$ cat src/rtl/hazard_forward_unit.sv
// Hazard and forwarding unit: load-use stall/bubble, branch flush, EX operand forwarding.
// Ports: ID sources/use bits, EX/MEM dst+ctl, pcsrc, clr_cnt -> stall/bubble/flush_*, fwd_a/b, event counters.
module hazard_forward_unit #(
    parameter int REG_W = 5,
    parameter int CNT_W = 16
) (
    input  logic             clk,
    input  logic             rst,
    input  logic [REG_W-1:0] id_rs,
    input  logic [REG_W-1:0] id_rt,
    input  logic             id_use_rs,
    input  logic             id_use_rt,
    input  logic [REG_W-1:0] ex_dst,
    input  logic             ex_regwrite,
    input  logic             ex_memread,
    input  logic [REG_W-1:0] mem_dst,
    input  logic             mem_regwrite,
    input  logic             pcsrc,
    input  logic             clr_cnt,
    output logic             stall,
    output logic             bubble,
    output logic             flush_ifid,
    output logic             flush_idex,
    output logic             flush_exmem,
    output logic [1:0]       fwd_a,
    output logic [1:0]       fwd_b,
    output logic [CNT_W-1:0] stall_cnt,
    output logic [CNT_W-1:0] flush_cnt
);

    localparam logic [1:0] FWD_RF  = 2'd0;
    localparam logic [1:0] FWD_MEM = 2'd1;
    localparam logic [1:0] FWD_WB  = 2'd2;

    logic             rs_ex, rt_ex, rs_mem, rt_mem;
    logic             lu;
    logic [1:0]       sel_a, sel_b;
    logic [1:0]       fwd_a_d, fwd_a_q;
    logic [1:0]       fwd_b_d, fwd_b_q;
    logic [CNT_W-1:0] stall_cnt_d, stall_cnt_q;
    logic [CNT_W-1:0] flush_cnt_d, flush_cnt_q;

    // $0 is hardwired, so it never produces a hazard or a forward.
    function automatic logic hit(
        input logic             use_i,
        input logic             wr_i,
        input logic [REG_W-1:0] src_i,
        input logic [REG_W-1:0] dst_i
    );
        return use_i && wr_i && (src_i == dst_i) && (src_i != '0);
    endfunction

    assign rs_ex  = hit(id_use_rs, ex_regwrite, id_rs, ex_dst);
    assign rt_ex  = hit(id_use_rt, ex_regwrite, id_rt, ex_dst);
    assign rs_mem = hit(id_use_rs, mem_regwrite, id_rs, mem_dst);
    assign rt_mem = hit(id_use_rt, mem_regwrite, id_rt, mem_dst);

    assign lu = ex_memread && (rs_ex || rt_ex);

    // Redirect wins over load-use; all hazard controls are quiet in reset.
    assign stall       = rst && lu && !pcsrc;
    assign bubble      = stall;
    assign flush_ifid  = rst && pcsrc;
    assign flush_idex  = rst && pcsrc;
    assign flush_exmem = rst && pcsrc;

    // A non-load in EX reaches MEM next cycle; the younger producer wins.
    always_comb begin
        sel_a = FWD_RF;
        if (rs_ex && !ex_memread) sel_a = FWD_MEM;
        else if (rs_mem)          sel_a = FWD_WB;
        sel_b = FWD_RF;
        if (rt_ex && !ex_memread) sel_b = FWD_MEM;
        else if (rt_mem)          sel_b = FWD_WB;
    end

    // A bubble or flushed slot enters EX and must not forward.
    always_comb begin
        fwd_a_d = sel_a;
        fwd_b_d = sel_b;
        if (pcsrc || lu) begin
            fwd_a_d = FWD_RF;
            fwd_b_d = FWD_RF;
        end
    end

    always_comb begin
        stall_cnt_d = stall_cnt_q;
        flush_cnt_d = flush_cnt_q;
        if (clr_cnt) begin
            stall_cnt_d = '0;
            flush_cnt_d = '0;
        end else begin
            if (stall && (stall_cnt_q != '1)) stall_cnt_d = stall_cnt_q + 1'b1;
            if (pcsrc && (flush_cnt_q != '1)) flush_cnt_d = flush_cnt_q + 1'b1;
        end
    end

    always_ff @(posedge clk or negedge rst) begin
        if (!rst) begin
            fwd_a_q     <= FWD_RF;
            fwd_b_q     <= FWD_RF;
            stall_cnt_q <= '0;
            flush_cnt_q <= '0;
        end else begin
            fwd_a_q     <= fwd_a_d;
            fwd_b_q     <= fwd_b_d;
            stall_cnt_q <= stall_cnt_d;
            flush_cnt_q <= flush_cnt_d;
        end
    end

    assign fwd_a     = fwd_a_q;
    assign fwd_b     = fwd_b_q;
    assign stall_cnt = stall_cnt_q;
    assign flush_cnt = flush_cnt_q;

endmodule

$ cat config.mk
export PLATFORM = sky130hd
export DESIGN_NAME = hazard_forward_unit
export DESIGN_NICKNAME = d
export VERILOG_FILES = /design/src/rtl/hazard_forward_unit.sv
export SDC_FILE = /design/constraint.sdc
export NUM_CORES = 1
export LEC_CHECK = 0
export CORE_MARGIN = 4
export CORE_UTILIZATION = 40
export DETAILED_ROUTE_END_ITERATION = 6
export PLACE_DENSITY_LB_ADDON = 0.1
export SYNTH_ARGS = -nofsm -noshare
export SYNTH_HDL_FRONTEND = slang
export SYNTH_SLANG_ARGS = --single-unit
$ cat constraint.sdc
create_clock -name clk -period 4.1 [get_ports clk]
set_input_delay 0.41 -clock clk [delete_from_list [all_inputs] [get_ports clk]]
set_output_delay 0.41 -clock clk [all_outputs]
set_load 0.02 [all_outputs]
==> flow_summary.yaml, run 1 <==
routing:
  drc: 0
  vias: 1886
  firstDrtPassIters: 4
  drt_iter0_drc: 53
  wl_um: 5257
  wl_per_cell_um: 14.36
  via_per_inst: 5.153
  antenna_left: 0
worst_setup_path:
  regToRegEndpoint: "stall_cnt[9]"
  rr_worst_depth: 7
  timing.rr.start: "stall_cnt[0]"
  setup.worst_path.start_class: "input port"
  arrival_ns: 2.63
  ff2ff_setup_slack_ns: 1.90
  crit_fanout: 7
  critPathCaptureType: "primary output"
  cp.required_ns: 3.69
  crit_type: "input port to primary output"
global_route:
  grt_pass1_vias: 1812
  grt_start_max_net_pins: 38
  antenna_found_initial: 0
  grt_usage_pct: 16.63
  grt_pass1_wl_um: 8487
  overflow: 0
placement:
  place_area_mm2: 0.002898
  port_buffers: 69
  place_inst: 359
  place_congestion: 0.8530
  dp_hpwl_um: 3946
synth:
  synth_compound_area_share_pct: 8.854
  synth.top_cell.area_share_pct: 41.67
  postSynthCellCount: 227
  avgSynthCellArea_um2: 9.525
  synth_common_cells: "36 x dfrtp_1, 27 x nor2_1, 17 x xnor2_1"
  yosys.area.top_type: "dfrtp_1"
  synth_most_common_cell: "dfrtp_1"
  synth_edf_count: 0
  synth-seq-area-share_pct: 41.67
  synthArstFlopShare_pct: 100.0
  yosysWarnings: 0
  synthDistinctLibCells: 42
  syn_nets: 258
  synth_top_family_by_area: "simple AND/OR/NAND/NOR gates"
  synth-adder-area-share_pct: 1.157
  synth_mux_area_share_pct: 4.398
  yosys.area_share.simple_pct: 27.43
  ys_ff_latch: 36
  synth-xor-area-share_pct: 13.37
  ys.flop_type: "dfrtp_1"
  synth_area_leaders: "dfrtp_1 42%, xnor2_1 6.9%, xor2_1 6.5%"
  synthesis.area_mm2: 0.002162
clock_network:
  cts_setup_buffers: 0
  cts_buffer_depth: 2
  root_buffer: "clkbuf_8"
  h-tree-depth: 2
  hold_buffers: 0
  post_cts_resized: 0
  cts_made_buffers: 5
  cts_tree: "built"
  worst_skew_pair.late_latency_ns: 0.29
  cts.sinks: 36
  clkTransAtPathRegs_ns: 0.07
sta:
  timing.final.crit_period_ns: 3.040
  skew_ns: 0.008162
  hold_violations: 0
  finalMaxSlewViolations: 0
  max_freq_mhz: 329.0
  hold_ws_ns: 0.2002
  rsz0062_at_grt: "false"
  min_period_over_period_pct: 74.13
  slew_headroom_pct: 31.33
  setup_tns_ns: 0
  tightest_slew_ns: 1.027
  setup_viol: 0
cells_and_area:
  ff_latch_area_um2: 900.9
  multi_input_area_mm2: 0.001194
  fin_cells: 366
  layout.nets: 327
  drive_above_1_share_pct: 8.108
  num_antenna_cells: 0
  n_fill_cell: 445
  syn_to_final_growth_pct: 38.48
  design_area_mm2: 0.002994
worst_hold_path:
  worstHoldPathType: "input port to async pin"
die:
  die_area_mm2: 0.006646
  dieHeight_um: 81.52
  start_util_pct: 41.80
  die_width_um: 81.52
  coreArea_mm2: 0.005172
  io_pins: 70
  rows: 26
pwr:
  ir_drop_mv: 0.1670
  power.density_mw_per_mm2: 242.5
  total_power_w: 0.0007262
  p_leak_nw: 1.209
run_status:
  status: "finished clean"
run:
  max_cap_violations: 0
-- worst max-delay path by stage --
stage | startpoint | to | cells past startpoint | slack (ns)
6_report | id_rs[0] | bubble | 6 | 1.06
5_1_grt | id_rs[0] | stall | 6 | 0.93
3_3_place_gp | id_rs[0] | stall | 6 | 1.11
2_1_floorplan | id_rs[1] | stall | 5 | 2.00
3_5_place_dp | id_rs[0] | bubble | 6 | 1.08
4_1_cts | id_rs[0] | bubble | 6 | 1.06
-- final cells by class --
cell class / count / share of cell area (%)
well taps: 70 / 2.925
inverters: 4 / 0.5015
flip-flops and latches: 36 / 30.09
repair buffers: 71 / 23.40
multi-input cells: 178 / 39.87
clock buffers: 7 / 3.218
-- cells in the final DEF (no fill, tap or decap), drive strengths merged --
master,n
or3,6
nand3,15
mux2,6
clkdlybuf4s50,68
nor3,4
o31ai,1
or2,1
nand2,9
xor2,16
ha,2
nand4b,1
and3,8
o2111a,1
buf,3
a31oi,3
inv,4
nor2b,7
nand3b,1
nor2,28
xnor2,17
o21ai,10
o21bai,1
a2111oi,2
dfrtp,36
o21a,1
a21o,1
and2,3
mux2i,2
nand2b,1
nor4,2
or4,3
and4,8
nor3b,3
clkbuf,7
nand4,6
a21oi,9
-- stage by stage --
step                setup WS [ns]  util (%)
floorplan                   1.996         -
global placement            1.112     56.02
detailed placement          1.080     56.02
CTS                         1.061     57.89
global route               0.9255     57.89
finish                      1.060     57.89
-- where the power goes --
group | internal [W] | switching, W | total (W) | leakage, nW
sequential | 0.000357 | 0.00000284 | 0.000360 | 0.502
combinational | 0.0000483 | 0.0000458 | 0.0000940 | 0.657
clock | 0.000150 | 0.000122 | 0.000272 | 0.0503
-- cells by family after synthesis --
| family | after synthesis |
|---|---|
| AO/OA/AOI/OAI | 29 |
| buffers and inverters | 13 |
| AND/OR/NAND/NOR | 106 |
| XOR/XNOR | 33 |
| multiplexers | 8 |
| flip-flops | 36 |
| adder cells (fa/ha/maj) | 2 |
-- state kept, by name (all words and copies together), names as in the netlist --
signal	cells
flush_cnt	16
stall_cnt	16
fwd_b	2
fwd_a	2
-- per-layer routing --
layer	up-vias	share of wire, %	routed length, um	global-route usage, %
li1	940	-	-	-
met1	899	44	2329	20.56
met2	41	50	2610	27.20
met3	6	4.8	250	5.044
met4	0	1.3	68	6.250
met5	-	0	0	0
-- worst max-delay path: stages --
cell and delay (ns):
clkdlybuf4s50_1 0.55, xnor2_1 0.14, nand4_1 0.13, nor3_2 0.41, o21a_1 0.34, clkdlybuf4s50_1 0.65
Note: power is estimated with default switching activity, not from simulation.
==> run 2: changes to the inputs <==
clock period = 3.1 ns   (was 4.1 ns; I/O delays follow)
==> flow_summary.yaml, run 2 (synthesis gave the netlist of run 1 again) <==
sta:
  skew_ns: 0.005172
  timing.final.crit_period_ns: 2.894
  min_period_over_period_pct: 93.37
  slew_headroom_pct: 54.22
  max_freq_mhz: 345.5
  rsz0062_at_grt: "false"
  layout_setup_ws_ns: 0.2055
  hold_violations: 0
  setup_viol: 0
  finalMaxSlewViolations: 0
  setup_tns_ns: 0
  tightest_slew_ns: 0.6845
clock_network:
  cts_made_buffers: 5
  clkTransAtPathRegs_ns: 0.07
  cts_tree: "built"
  root_buffer: "clkbuf_8"
  worst_skew_pair.late_latency_ns: 0.29
  post_cts_resized: 0
  h-tree-depth: 2
  cts.sinks: 36
  cts_buffer_depth: 2
pwr:
  p_leak_nw: 1.223
  p_int_w: 0.0007764
  switching_share_pct: 23.08
  clockPowerShare_pct: 40.3
  p_switching_w: 0.0002330
  combPwrFrac_pct: 12.5
  ir_drop_mv: 0.1687
  power.density_mw_per_mm2: 333.9
  seqPwrFrac_pct: 47.2
routing:
  wl_per_cell_um: 14.36
  via_per_inst: 5.152
  drt_iter0_drc: 47
  drc: 0
  antenna_left: 0
  wl_um: 5297
  firstDrtPassIters: 2
  vias: 1901
die:
  start_util_pct: 41.80
  die_width_um: 81.52
  coreArea_mm2: 0.005172
  rows: 26
  dieHeight_um: 81.52
  die_area_mm2: 0.006646
  io_pins: 70
cells_and_area:
  final_common_cell: "clkdlybuf4s50_1"
  syn_to_final_growth_pct: 39.81
  mostFrequentLayoutCells: "68 x clkdlybuf4s50_1, 36 x dfrtp_1, 27 x nor2_1"
  design_area_mm2: 0.003023
  fin_util_pct: 58.44
  drive_above_1_share_pct: 8.361
  num_antenna_cells: 0
  layout.nets: 329
worst_setup_path:
  cpMaxStageDelayCell: "clkdlybuf4s50_1"
  crit_fanout: 7
  slowest_delay_ns: 0.65
  critPathCaptureType: "primary output"
  cp_top_family: "buffers and inverters"
  crit_type: "input port to primary output"
  ff2ff_setup_slack_ns: 0.91
  worst-path-buf-inv: 2
  cp.required_ns: 2.79
  setup.worst_path.start_class: "input port"
  cp_common_cell: "clkdlybuf4s50_1"
  cp_cell_sequence: "clkdlybuf4s50_1 -> xnor2_1 -> nand4_1 -> nor3_2 -> o21a_1 -> clkdlybuf4s50_1"
  arrival_ns: 2.58
global_route:
  grt_pass1_wl_um: 8500
  grt_pass1_vias: 1823
  overflow: 0
  grt_start_max_net_pins: 27
  antenna_found_initial: 0
  grt_usage_pct: 16.40
placement:
  dpl_worst_slack_ns: 0.2290
  port_buffers: 69
  place_area_mm2: 0.002905
  place_congestion: 0.8798
  dp_hpwl_um: 3982
worst_hold_path:
  worstHoldPathType: "input port to async pin"
run_status:
  status: "finished clean"
run:
  max_cap_violations: 0
-- run 2: cell types whose count changed in the layout (fill, tap and decap cells not counted) --
cell / change
clkbuf_1: +1
clkinv_2: +1
clkbuf_8: -2
buf_4: +1
bufinv_16: +1
dlygate4sd3_1: +1
-- run 2: area by class of cell --
cell class / count / area (um2)
well taps: 70 / 87.58
inverters: 4 / 15.01
clock inverters: 2 / 35.03
flip-flops and latches: 36 / 900.9
clock buffers: 6 / 72.57
multi-input cells: 178 / 1194
repair buffers: 73 / 718.2
fillers: 483 / 2150
-- run 2: per-stage QoR --
| step | total power, W | hold slack (ns) | std cells |
|---|---|---|---|
| after floorplan | 0.0005374 | 0.01441 | 227 |
| after global placement | 0.0006116 | 0.2084 | 360 |
| after detailed placement | 0.0006120 | 0.2112 | 360 |
| after CTS | 0.001026 | 0.4360 | 369 |
| after global routing | 0.001061 | 0.4462 | 369 |
| final | 0.001009 | 0.4306 | 369 |
-- run 2: what timing repair did --
action | 4_1_cts | 5_1_grt
hold buffers | 1 | 0
hold endpoints to repair | 10 | 0
setup buffers | 0 | 0
-- run 2: power groups by stage --
stage / sequential (W) / clock [W] / combinational (W)
2_1_floorplan: 0.000489 / 0 / 0.0000488
3_3_place_gp: 0.000485 / 0 / 0.000126
3_5_place_dp: 0.000485 / 0 / 0.000127
4_1_cts: 0.000476 / 0.000421 / 0.000128
5_1_grt: 0.000477 / 0.000448 / 0.000137
6_report: 0.000476 / 0.000407 / 0.000126
-- run 2: metal layers --
metal	routed length (um)	track usage, %	vias to the layer above
met5	0	0	-
met4	40	4.561	0
met3	183	4.167	5
met2	2551	26.22	34
met1	2520	21.92	914
li1	-	-	948
-- run 2: worst reg2reg max path: cells and delay by family (launching register included) --
| family | cells | cell delay (ns) |
|---|---|---|
| and+or+nand+nor | 4 | 1.10 |
| DFF | 1 | 0.44 |
| AOI/OAI and AO/OA | 2 | 0.34 |
| adders and majority gates | 1 | 0.25 |
-- run 2: final timing paths --
check / startpoint / to / depth (start not counted)
worst max-delay path: id_rs[0] / stall / 6
worst min-delay path: rst / stall_cnt[10] / 2
worst max register to register: stall_cnt[0] / stall_cnt[9] / 7
worst min register to register: flush_cnt[15] / flush_cnt[15] / 2
max in group asynchronous: rst / stall_cnt[9] / 3
min in group clk: flush_cnt[15] / flush_cnt[15] / 2
==> run 3: changes to the inputs <==
SLEW_MARGIN = 20   (was not set)
==> results of run 3 <==
The final DEF is identical to that of run 2; final timing and power are the same.
